### src/rtl/if_unit.sv
// rtl/if_unit.sv - LoongArch instruction-fetch stage: sequential PC, branch redirect, SRAM-like fetch.
// Define IF_SKID_BUF_EN to add a one-entry skid buffer behind the ID output slot.
module if_unit #(
  parameter logic [31:0] RESET_PC = 32'h1c000000
) (
  input  logic        clk,
  input  logic        resetn,
  input  logic        ID_Allow_in,
  output logic        IF_to_ID_Valid,
  output logic [63:0] IF_to_ID_Bus,
  input  logic [33:0] br_bus,
  output logic        inst_sram_req,
  output logic        inst_sram_wr,
  output logic [1:0]  inst_sram_size,
  output logic [3:0]  inst_sram_wstrb,
  output logic [31:0] inst_sram_addr,
  output logic [31:0] inst_sram_wdata,
  input  logic        inst_sram_addr_ok,
  input  logic        inst_sram_data_ok,
  input  logic [31:0] inst_sram_rdata
);

  typedef enum logic {S_REQ, S_WAIT} state_t;

  state_t      state_q, state_d;
  logic [31:0] seq_pc_q, seq_pc_d;
  logic [31:0] req_pc_q, req_pc_d;
  logic        cancel_q, cancel_d;
  logic        slot_valid_q, slot_valid_d;
  logic [31:0] slot_pc_q, slot_pc_d;
  logic [31:0] slot_inst_q, slot_inst_d;
`ifdef IF_SKID_BUF_EN
  logic        buf_valid_q, buf_valid_d;
  logic [31:0] buf_pc_q, buf_pc_d;
  logic [31:0] buf_inst_q, buf_inst_d;
`endif

  logic        br_taken;
  logic [31:0] br_target;
  logic        unused_stall;
  logic        consume;
  logic        req_ok;
  logic        addr_hs;
  logic        data_ret;

  assign br_taken     = br_bus[33];
  assign br_target    = br_bus[32:1];
  assign unused_stall = br_bus[0];
  assign consume      = slot_valid_q & ID_Allow_in;

`ifdef IF_SKID_BUF_EN
  assign req_ok = !buf_valid_q;
`else
  assign req_ok = !slot_valid_q | consume;
`endif

  // Gated by resetn so the request drops the moment reset is asserted.
  assign inst_sram_req   = resetn & (state_q == S_REQ) & req_ok;
  assign inst_sram_addr  = seq_pc_q;
  assign inst_sram_wr    = 1'b0;
  assign inst_sram_size  = 2'b10;
  assign inst_sram_wstrb = 4'b0000;
  assign inst_sram_wdata = 32'h0;
  assign addr_hs         = inst_sram_req & inst_sram_addr_ok;
  assign data_ret        = (state_q == S_WAIT) & inst_sram_data_ok;

  assign IF_to_ID_Valid = slot_valid_q;
  assign IF_to_ID_Bus   = {slot_pc_q, slot_inst_q};

  always_comb begin
    state_d      = state_q;
    seq_pc_d     = seq_pc_q;
    req_pc_d     = req_pc_q;
    cancel_d     = cancel_q;
    slot_valid_d = slot_valid_q;
    slot_pc_d    = slot_pc_q;
    slot_inst_d  = slot_inst_q;
`ifdef IF_SKID_BUF_EN
    buf_valid_d  = buf_valid_q;
    buf_pc_d     = buf_pc_q;
    buf_inst_d   = buf_inst_q;
`endif

    if (state_q == S_REQ) begin
      if (addr_hs) begin
        state_d  = S_WAIT;
        req_pc_d = seq_pc_q;
        seq_pc_d = seq_pc_q + 32'd4;
      end
    end else if (inst_sram_data_ok) begin
      state_d = S_REQ;
    end

    if (consume) begin
`ifdef IF_SKID_BUF_EN
      slot_valid_d = buf_valid_q;
      slot_pc_d    = buf_pc_q;
      slot_inst_d  = buf_inst_q;
      buf_valid_d  = 1'b0;
`else
      slot_valid_d = 1'b0;
`endif
    end

    // slot_valid_d already reflects this cycle's consume/refill.
    if (data_ret) begin
      if (cancel_q) begin
        cancel_d = 1'b0;
      end else if (!slot_valid_d) begin
        slot_valid_d = 1'b1;
        slot_pc_d    = req_pc_q;
        slot_inst_d  = inst_sram_rdata;
      end
`ifdef IF_SKID_BUF_EN
      else begin
        buf_valid_d = 1'b1;
        buf_pc_d    = req_pc_q;
        buf_inst_d  = inst_sram_rdata;
      end
`endif
    end

    if (br_taken) begin
      seq_pc_d     = br_target;
      slot_valid_d = 1'b0;
`ifdef IF_SKID_BUF_EN
      buf_valid_d  = 1'b0;
`endif
      cancel_d     = ((state_q == S_WAIT) & !inst_sram_data_ok) |
                     ((state_q == S_REQ) & addr_hs);
    end
  end

  always_ff @(posedge clk or negedge resetn) begin
    if (!resetn) begin
      state_q      <= S_REQ;
      seq_pc_q     <= RESET_PC;
      req_pc_q     <= 32'h0;
      cancel_q     <= 1'b0;
      slot_valid_q <= 1'b0;
      slot_pc_q    <= 32'h0;
      slot_inst_q  <= 32'h0;
`ifdef IF_SKID_BUF_EN
      buf_valid_q  <= 1'b0;
      buf_pc_q     <= 32'h0;
      buf_inst_q   <= 32'h0;
`endif
    end else begin
      state_q      <= state_d;
      seq_pc_q     <= seq_pc_d;
      req_pc_q     <= req_pc_d;
      cancel_q     <= cancel_d;
      slot_valid_q <= slot_valid_d;
      slot_pc_q    <= slot_pc_d;
      slot_inst_q  <= slot_inst_d;
`ifdef IF_SKID_BUF_EN
      buf_valid_q  <= buf_valid_d;
      buf_pc_q     <= buf_pc_d;
      buf_inst_q   <= buf_inst_d;
`endif
    end
  end

endmodule

### config.mk
export PLATFORM = sky130hd
export DESIGN_NAME = if_unit
export DESIGN_NICKNAME = d
export VERILOG_FILES = /design/src/rtl/if_unit.sv
export SDC_FILE = /design/constraint.sdc
export NUM_CORES = 1
export LEC_CHECK = 0
export BUFFER_PORTS_ARGS = -buffer_cell sky130_fd_sc_hd__buf_2
export CAP_MARGIN = 20
export CORE_AREA = 4 4 109 111
export DETAILED_ROUTE_END_ITERATION = 12
export DIE_AREA = 0 0 113 115
export HOLD_SLACK_MARGIN = 0.05
export PLACE_DENSITY = 0.95
export SETUP_SLACK_MARGIN = 0.2
export SYNTH_ARGS = -nofsm -noshare
export SYNTH_HDL_FRONTEND = slang
export SYNTH_SLANG_ARGS = --single-unit
### constraint.sdc
create_clock -name clk -period 3.81 [get_ports clk]
set_clock_uncertainty 0.2 [all_clocks]
set_input_delay 0.762 -clock clk [delete_from_list [all_inputs] [get_ports clk]]
set_output_delay 0.762 -clock clk [all_outputs]
set_load 0.02 [all_outputs]
==> results of run 1 <==
==> path summary, 6_finish.rpt <==
kind,start,endpoint,slack [ps],cells past startpoint
setup reg to reg,inst_sram_addr[6],inst_sram_addr[29],1090,4
hold reg to reg,req_pc_q[12],req_pc_q[12],290,2
hold / removal,resetn,req_pc_q[31],250,2
min in group clk,br_bus[11],inst_sram_addr[10],270,3
setup / recovery,inst_sram_addr[6],inst_sram_addr[29],1090,4
max in group asynchronous,resetn,req_pc_q[24],1760,3
==> critical path, delay by kind of cell (launching register included) <==
| family | cells | cell delay (ps) |
|---|---|---|
| compound gates | 1 | 210 |
| simple gates | 3 | 1740 |
| flops | 1 | 470 |
==> cells by family (layout without fill, tap and decap cells) <==
family                   after synthesis  after routing
AND/OR/NAND/NOR                      104            104
XOR/XNOR                               3              3
adder cells (fa/ha/maj)                1              1
AO/OA/AOI/OAI                         60             60
other                                  2             39
buffers and inverters                 71            210
multiplexers                          96             96
flip-flops                           131            131
==> power groups by stage <==
stage	clock [mW]	sequential (mW)	combinational, mW
final	1.47	2.07	1.43
after global placement	0	2.05	1.40
after global routing	1.56	2.13	1.53
after detailed placement	0	2.09	1.45
after CTS	1.50	2.07	1.45
after floorplan	0	2.47	0.530
==> placed cells by master, fill, tap and decap left out, types with 3 or more instances in the layout <==
cell / synthesis / layout
and3_1: 4 / 4
nand2b_1: 3 / 3
o21ai_0: 12 / 12
nor2_1: 22 / 22
clkbuf_16: 0 / 16
clkinv_2: 0 / 4
nand3_1: 12 / 11
or3_1: 6 / 6
clkinvlp_4: 0 / 3
buf_4: 39 / 7
o31a_1: 4 / 4
buf_2: 8 / 166
mux2_2: 95 / 95
nand4_1: 9 / 9
conb_1: 2 / 39
or4_1: 19 / 19
inv_1: 5 / 5
a31oi_1: 22 / 22
o31ai_1: 16 / 16
and4_1: 3 / 3
dfstp_2: 3 / 3
nand2_1: 17 / 17
dfrtp_1: 128 / 128
==> stage by stage <==
| step | area, µm² | std cells | hold WS, ps |
|---|---|---|---|
| after floorplan | 5940 | 505 | 244 |
| after global placement | 6620 | 753 | 263 |
| after detailed placement | 6620 | 753 | 271 |
| after CTS | 7160 | 784 | 243 |
| after global routing | 7160 | 784 | 261 |
| final | 7160 | 784 | 245 |
==> layout make-up <==
cell class / count / share of cell area
timing repair buffer: 174 / 0.126
sequential: 131 / 0.458
clock inverter: 12 / 0.0150
multi-input combinational: 303 / 0.313
tap: 140 / 0.0245
clock buffer: 19 / 0.0603
inverter: 5 / 0.00262
==> registers in the layout, summed over array words and instances (netlist names) <==
name / flops
req_pc_q: 32
slot_inst_q: 32
inst_sram_addr: 32
slot_pc_q: 32
state_q: 1
cancel_q: 1
IF_to_ID_Valid: 1
==> layer usage <==
| metal | part of all wire | track usage | up-vias |
|---|---|---|---|
| met3 | 0.080 | 0.0411 | 21 |
| met1 | 0.39 | 0.266 | 2098 |
| li1 | - | - | 1963 |
| met4 | 0.013 | 0.0833 | 0 |
| met5 | 0 | 0 | - |
| met2 | 0.51 | 0.372 | 199 |
==> flow_metrics.py, run 1 <==
metrics = {
    "place": {
        "hpwl_um": 9610,
        "post-place-ws_ps": 915,
        "io_buffers": 167,
        "gp_congestion": 0.783,
    },
    "die": {
        "die_h_um": 115,
        "die_w_um": 113,
        "core_um2": 10800,
        "floorplan.rows": 38,
        "dieArea_um2": 13000,
        "io_pins": 208,
        "start_util": 0.538,
    },
    "sta": {
        "finalHoldViolCount": 0,
        "setup_ws_ps": 1090,
        "period_share": 0.713,
        "tns_ps": 0,
        "fmax_ghz": 0.368,
        "rsz0062_at_grt": "no",
        "period_minus_slack_ps": 2720,
        "setup_viol": 0,
        "tightest_slew_ps": 895,
        "slew_violations": 0,
        "slew_headroom": 0.403,
    },
    "cts": {
        "holdBufCountCts": 0,
        "clkTransAtPathRegs_ps": 60,
        "clock_sinks": 131,
        "cts_tree": "done",
        "cts_resized": 0,
        "cts_made_buffers": 17,
        "root_buffer": "clkbuf_8",
        "post_cts_buffers": 0,
        "clock_latency_ps": 510,
        "htreeDepth": 4,
        "max-clock-path-buffers": 2,
    },
    "grt": {
        "grt_pass1_vias": 4347,
        "grtUsageTotal": 0.214,
        "antenna_found_initial": 0,
        "grt_max_degree": 73,
        "grt_first_pass_wirelength_um": 22100,
        "grt_overflow_total": 0,
    },
    "logic_synthesis": {
        "synth_top_family_by_area": "multiplexers",
        "synth.top_cell.area_share": 0.552,
        "synth.largest_area_cell": "dfrtp_1",
        "synth_edf_count": 0,
        "synth_xor_area_frac": 0.00453,
        "synthArstFlopShare": 1.00,
        "synth-simple-area-share": 0.0992,
        "ys_ff_latch": 131,
        "ys_dominant_reg_cell": "dfrtp_1",
        "syn_area_per_cell_um2": 12.4,
        "synthCells": 468,
        "seq_area_frac_synth": 0.565,
        "synth_common_cells": "dfrtp_1, mux2_2, buf_4, a31oi_1, nor2_1",
        "yosys_warnings": 0,
        "synth_area_um2": 5800,
        "yosysUniqueCellTypes": 37,
        "synth_fa_ha_area_frac": 0.00216,
        "synthTopCellsByArea": "dfrtp_1, mux2_2, buf_4",
        "synth.mux.area_fraction": 0.186,
        "synth.most_common_cell": "dfrtp_1",
        "synth_compound_area_frac": 0.0673,
    },
    "power": {
        "p_sw_mw": 1.67,
        "power-per-cell-area_nw_per_um2": 694,
        "p_total_mw": 4.97,
        "ir_drop_mv": 0.376,
        "sw_frac_of_total": 0.336,
        "combPwrFrac": 0.288,
        "pwr-share-seq": 0.417,
        "p_clk_frac": 0.296,
        "leakage_nw": 3.28,
        "internal_power_mw": 3.30,
    },
    "routing": {
        "wl_um": 13700,
        "ant_nets": 0,
        "wire_per_inst_um": 17.5,
        "first_pass_iters": 4,
        "vias": 4281,
        "drt_iter0_drc": 227,
        "drc": 0,
        "vias_per_cell": 5.46,
    },
    "critical_path": {
        "cpPeakStageDelay_ps": 940,
        "critical_path.max_fanout": 26,
        "critPathKind": "reg -> reg",
        "arrival_ps": 2940,
        "path_cells": "nand4_2 -> or4_1 -> or4_1 -> a31oi_1",
        "worstPathRequired_ps": 4030,
        "startpoint_type": "flip-flop",
        "end_kind": "flip-flop",
        "path_common_cell": "or4_1",
        "slowest_stage": "or4_1",
    },
    "final_layout": {
        "area_growth_pct": 23.4,
        "nets": 704,
        "fillers": 777,
        "multi_input_area_um2": 2240,
        "drive_above_1_share": 0.475,
        "post-route-util": 0.664,
        "antenna_cells": 0,
        "sequential_cell_area_um2": 3280,
    },
    "worst_hold_path": {
        "hp-class": "in -> async",
    },
    "run_status": {
        "status": "complete, no violations",
    },
    "job": {
        "max_cap_viol_count": 0,
    },
}
No activity file was read; power rests on OpenSTA's default activity.
==> run 2: changes to the inputs <==
Settings changed: CORE_AREA 4 4 109 111 to 4 4 113 115, DIE_AREA 0 0 113 115 to 0 0 117 119, PLACE_DENSITY 0.95 to 0.89.
Clock period 3.81 ns to 2.6 ns, I/O delays scaled along.
==> flow_metrics.py, run 2 (same netlist as run 1, synthesis figures left out) <==
metrics = {
    "sta": {
        "setup_ws_ps": 292,
        "fmax_ghz": 0.433,
        "setup_viol": 0,
        "tns_ps": 0,
        "tightest_slew_ps": 817,
        "slew_violations": 0,
        "finalHoldViolCount": 0,
        "slew_headroom": 0.456,
        "rsz0062_at_grt": "no",
        "period_share": 0.888,
        "period_minus_slack_ps": 2310,
    },
    "die": {
        "start_util": 0.491,
        "floorplan.rows": 40,
        "die_w_um": 117,
        "core_um2": 11800,
        "io_pins": 208,
        "die_h_um": 119,
        "dieArea_um2": 13900,
    },
    "cts": {
        "clock_latency_ps": 410,
        "root_buffer": "clkbuf_16",
        "cts_made_buffers": 17,
        "max-clock-path-buffers": 2,
        "cts_tree": "done",
        "clock_sinks": 131,
        "htreeDepth": 4,
        "holdBufCountCts": 0,
        "clkTransAtPathRegs_ps": 60,
    },
    "critical_path": {
        "cpPeakStageDelay_ps": 560,
        "end_kind": "flip-flop",
        "crit_end": "inst_sram_addr[25]",
        "crit_buf_inv": 1,
        "worstPathRequired_ps": 2720,
        "startpoint_type": "flip-flop",
        "critPathTopFamily": "simple AND/OR/NAND/NOR gates",
        "path_cells": "nand4_2 -> or4_1 -> buf_6 -> or4_1 -> a31oi_1",
        "critical_path.max_fanout": 26,
        "rr_endpoint": "inst_sram_addr[25]",
        "path_common_cell": "or4_1",
        "rr_worst_depth": 5,
        "arrival_ps": 2430,
        "r2r-start": "inst_sram_addr[5]",
        "worst-path-stages": 5,
        "r2r_setup_slack_ps": 290,
        "critPathKind": "reg -> reg",
        "worstSetupStartpoint": "inst_sram_addr[5]",
        "slowest_stage": "or4_1",
    },
    "final_layout": {
        "nets": 711,
        "layout_commonest_cell": "buf_2",
        "final_cell_mix": "buf_2, dfrtp_1, mux2_2",
        "area_growth_pct": 26.9,
        "drive_above_1_share": 0.492,
        "finalNonFillerCells": 799,
        "post-route-util": 0.624,
        "antenna_cells": 0,
    },
    "power": {
        "ir_drop_mv": 0.492,
        "pwr-share-seq": 0.388,
        "p_clk_frac": 0.341,
        "p_total_mw": 7.80,
        "internal_power_mw": 5.34,
        "sw_frac_of_total": 0.315,
        "power-per-cell-area_nw_per_um2": 1060,
        "p_sw_mw": 2.46,
        "combPwrFrac": 0.271,
        "leakage_nw": 3.37,
    },
    "place": {
        "placed_cells": 766,
        "io_buffers": 167,
        "post-place-ws_ps": 266,
        "hpwl_um": 9430,
        "gp_congestion": 0.822,
    },
    "routing": {
        "vias": 4303,
        "wl_um": 13400,
        "vias_per_cell": 5.39,
        "drt_iter0_drc": 216,
        "ant_nets": 0,
        "drc": 0,
        "first_pass_iters": 5,
        "wire_per_inst_um": 16.8,
    },
    "grt": {
        "grt_first_pass_wirelength_um": 21900,
        "grt_max_degree": 68,
        "antenna_found_initial": 0,
        "grt_overflow_total": 0,
        "grt_pass1_vias": 4430,
        "grtUsageTotal": 0.201,
    },
    "worst_hold_path": {
        "hp-class": "in -> async",
    },
    "run_status": {
        "status": "complete, no violations",
    },
    "job": {
        "max_cap_viol_count": 0,
    },
}
==> run 2: cell count changes in the layout (fill, tap and decap cells not counted), sizes merged <==
cell / change
inv: -1
buf: +7
clkinv: -2
clkinvlp: -1
bufinv: +4
clkbuf: +1
==> run 2: worst min path at each step <==
stage / from / end / depth (start not counted)
2_1_floorplan: resetn / IF_to_ID_Valid / 0
3_3_place_gp: req_pc_q[12] / req_pc_q[12] / 2
3_5_place_dp: req_pc_q[5] / req_pc_q[5] / 2
4_1_cts: br_bus[3] / inst_sram_addr[2] / 3
5_1_grt: br_bus[4] / inst_sram_addr[3] / 3
6_report: resetn / slot_pc_q[23] / 2
==> run 2: layout make-up <==
| class | instances | area [µm²] |
|---|---|---|
| well taps | 147 | 184 |
| fillers | 896 | 4440 |
| flip-flops and latches | 131 | 3290 |
| repair buffers | 181 | 963 |
| clock buffers | 20 | 467 |
| clock inverters | 12 | 201 |
| multi-input cells | 303 | 2240 |
| inverters | 5 | 18.8 |
==> run 2: worst register-to-register path, cell delays in order, from the launching register on <==
cell and delay (ps):
dfrtp_2 400, nand4_2 150, or4_1 560, buf_6 190, or4_1 510, a31oi_1 210
==> run 2: power by group through the flow <==
stage / registers (mW) / logic (mW) / clock network (mW)
2_1_floorplan: 3.62 / 0.777 / 0
3_3_place_gp: 3.00 / 2.07 / 0
3_5_place_dp: 3.06 / 2.13 / 0
4_1_cts: 3.03 / 2.14 / 2.71
5_1_grt: 3.11 / 2.28 / 2.81
6_report: 3.03 / 2.11 / 2.66
==> run 2: timing repair <==
| item | CTS | global route |
|---|---|---|
| buffers inserted | 0 | 1 |
| gates resized for setup | 0 | 7 |
| setup endpoints to repair | 0 | 6 |
==> run 2: through the flow <==
stage	area (µm²)	hold slack [ps]
3_3_place_gp	6680	261
5_1_grt	7370	119
3_5_place_dp	6680	282
4_1_cts	7350	96.9
6_report	7370	99.2
2_1_floorplan	5940	24.4
==> run 2: metal layers <==
layer,up-vias,share of wire,routed length (µm),GRT usage
li1,1968,-,-,-
met1,2104,0.39,5270,0.241
met2,218,0.52,6920,0.341
met3,13,0.080,1080,0.0589
met4,0,0.0098,132,0.0681
met5,-,0,0,0
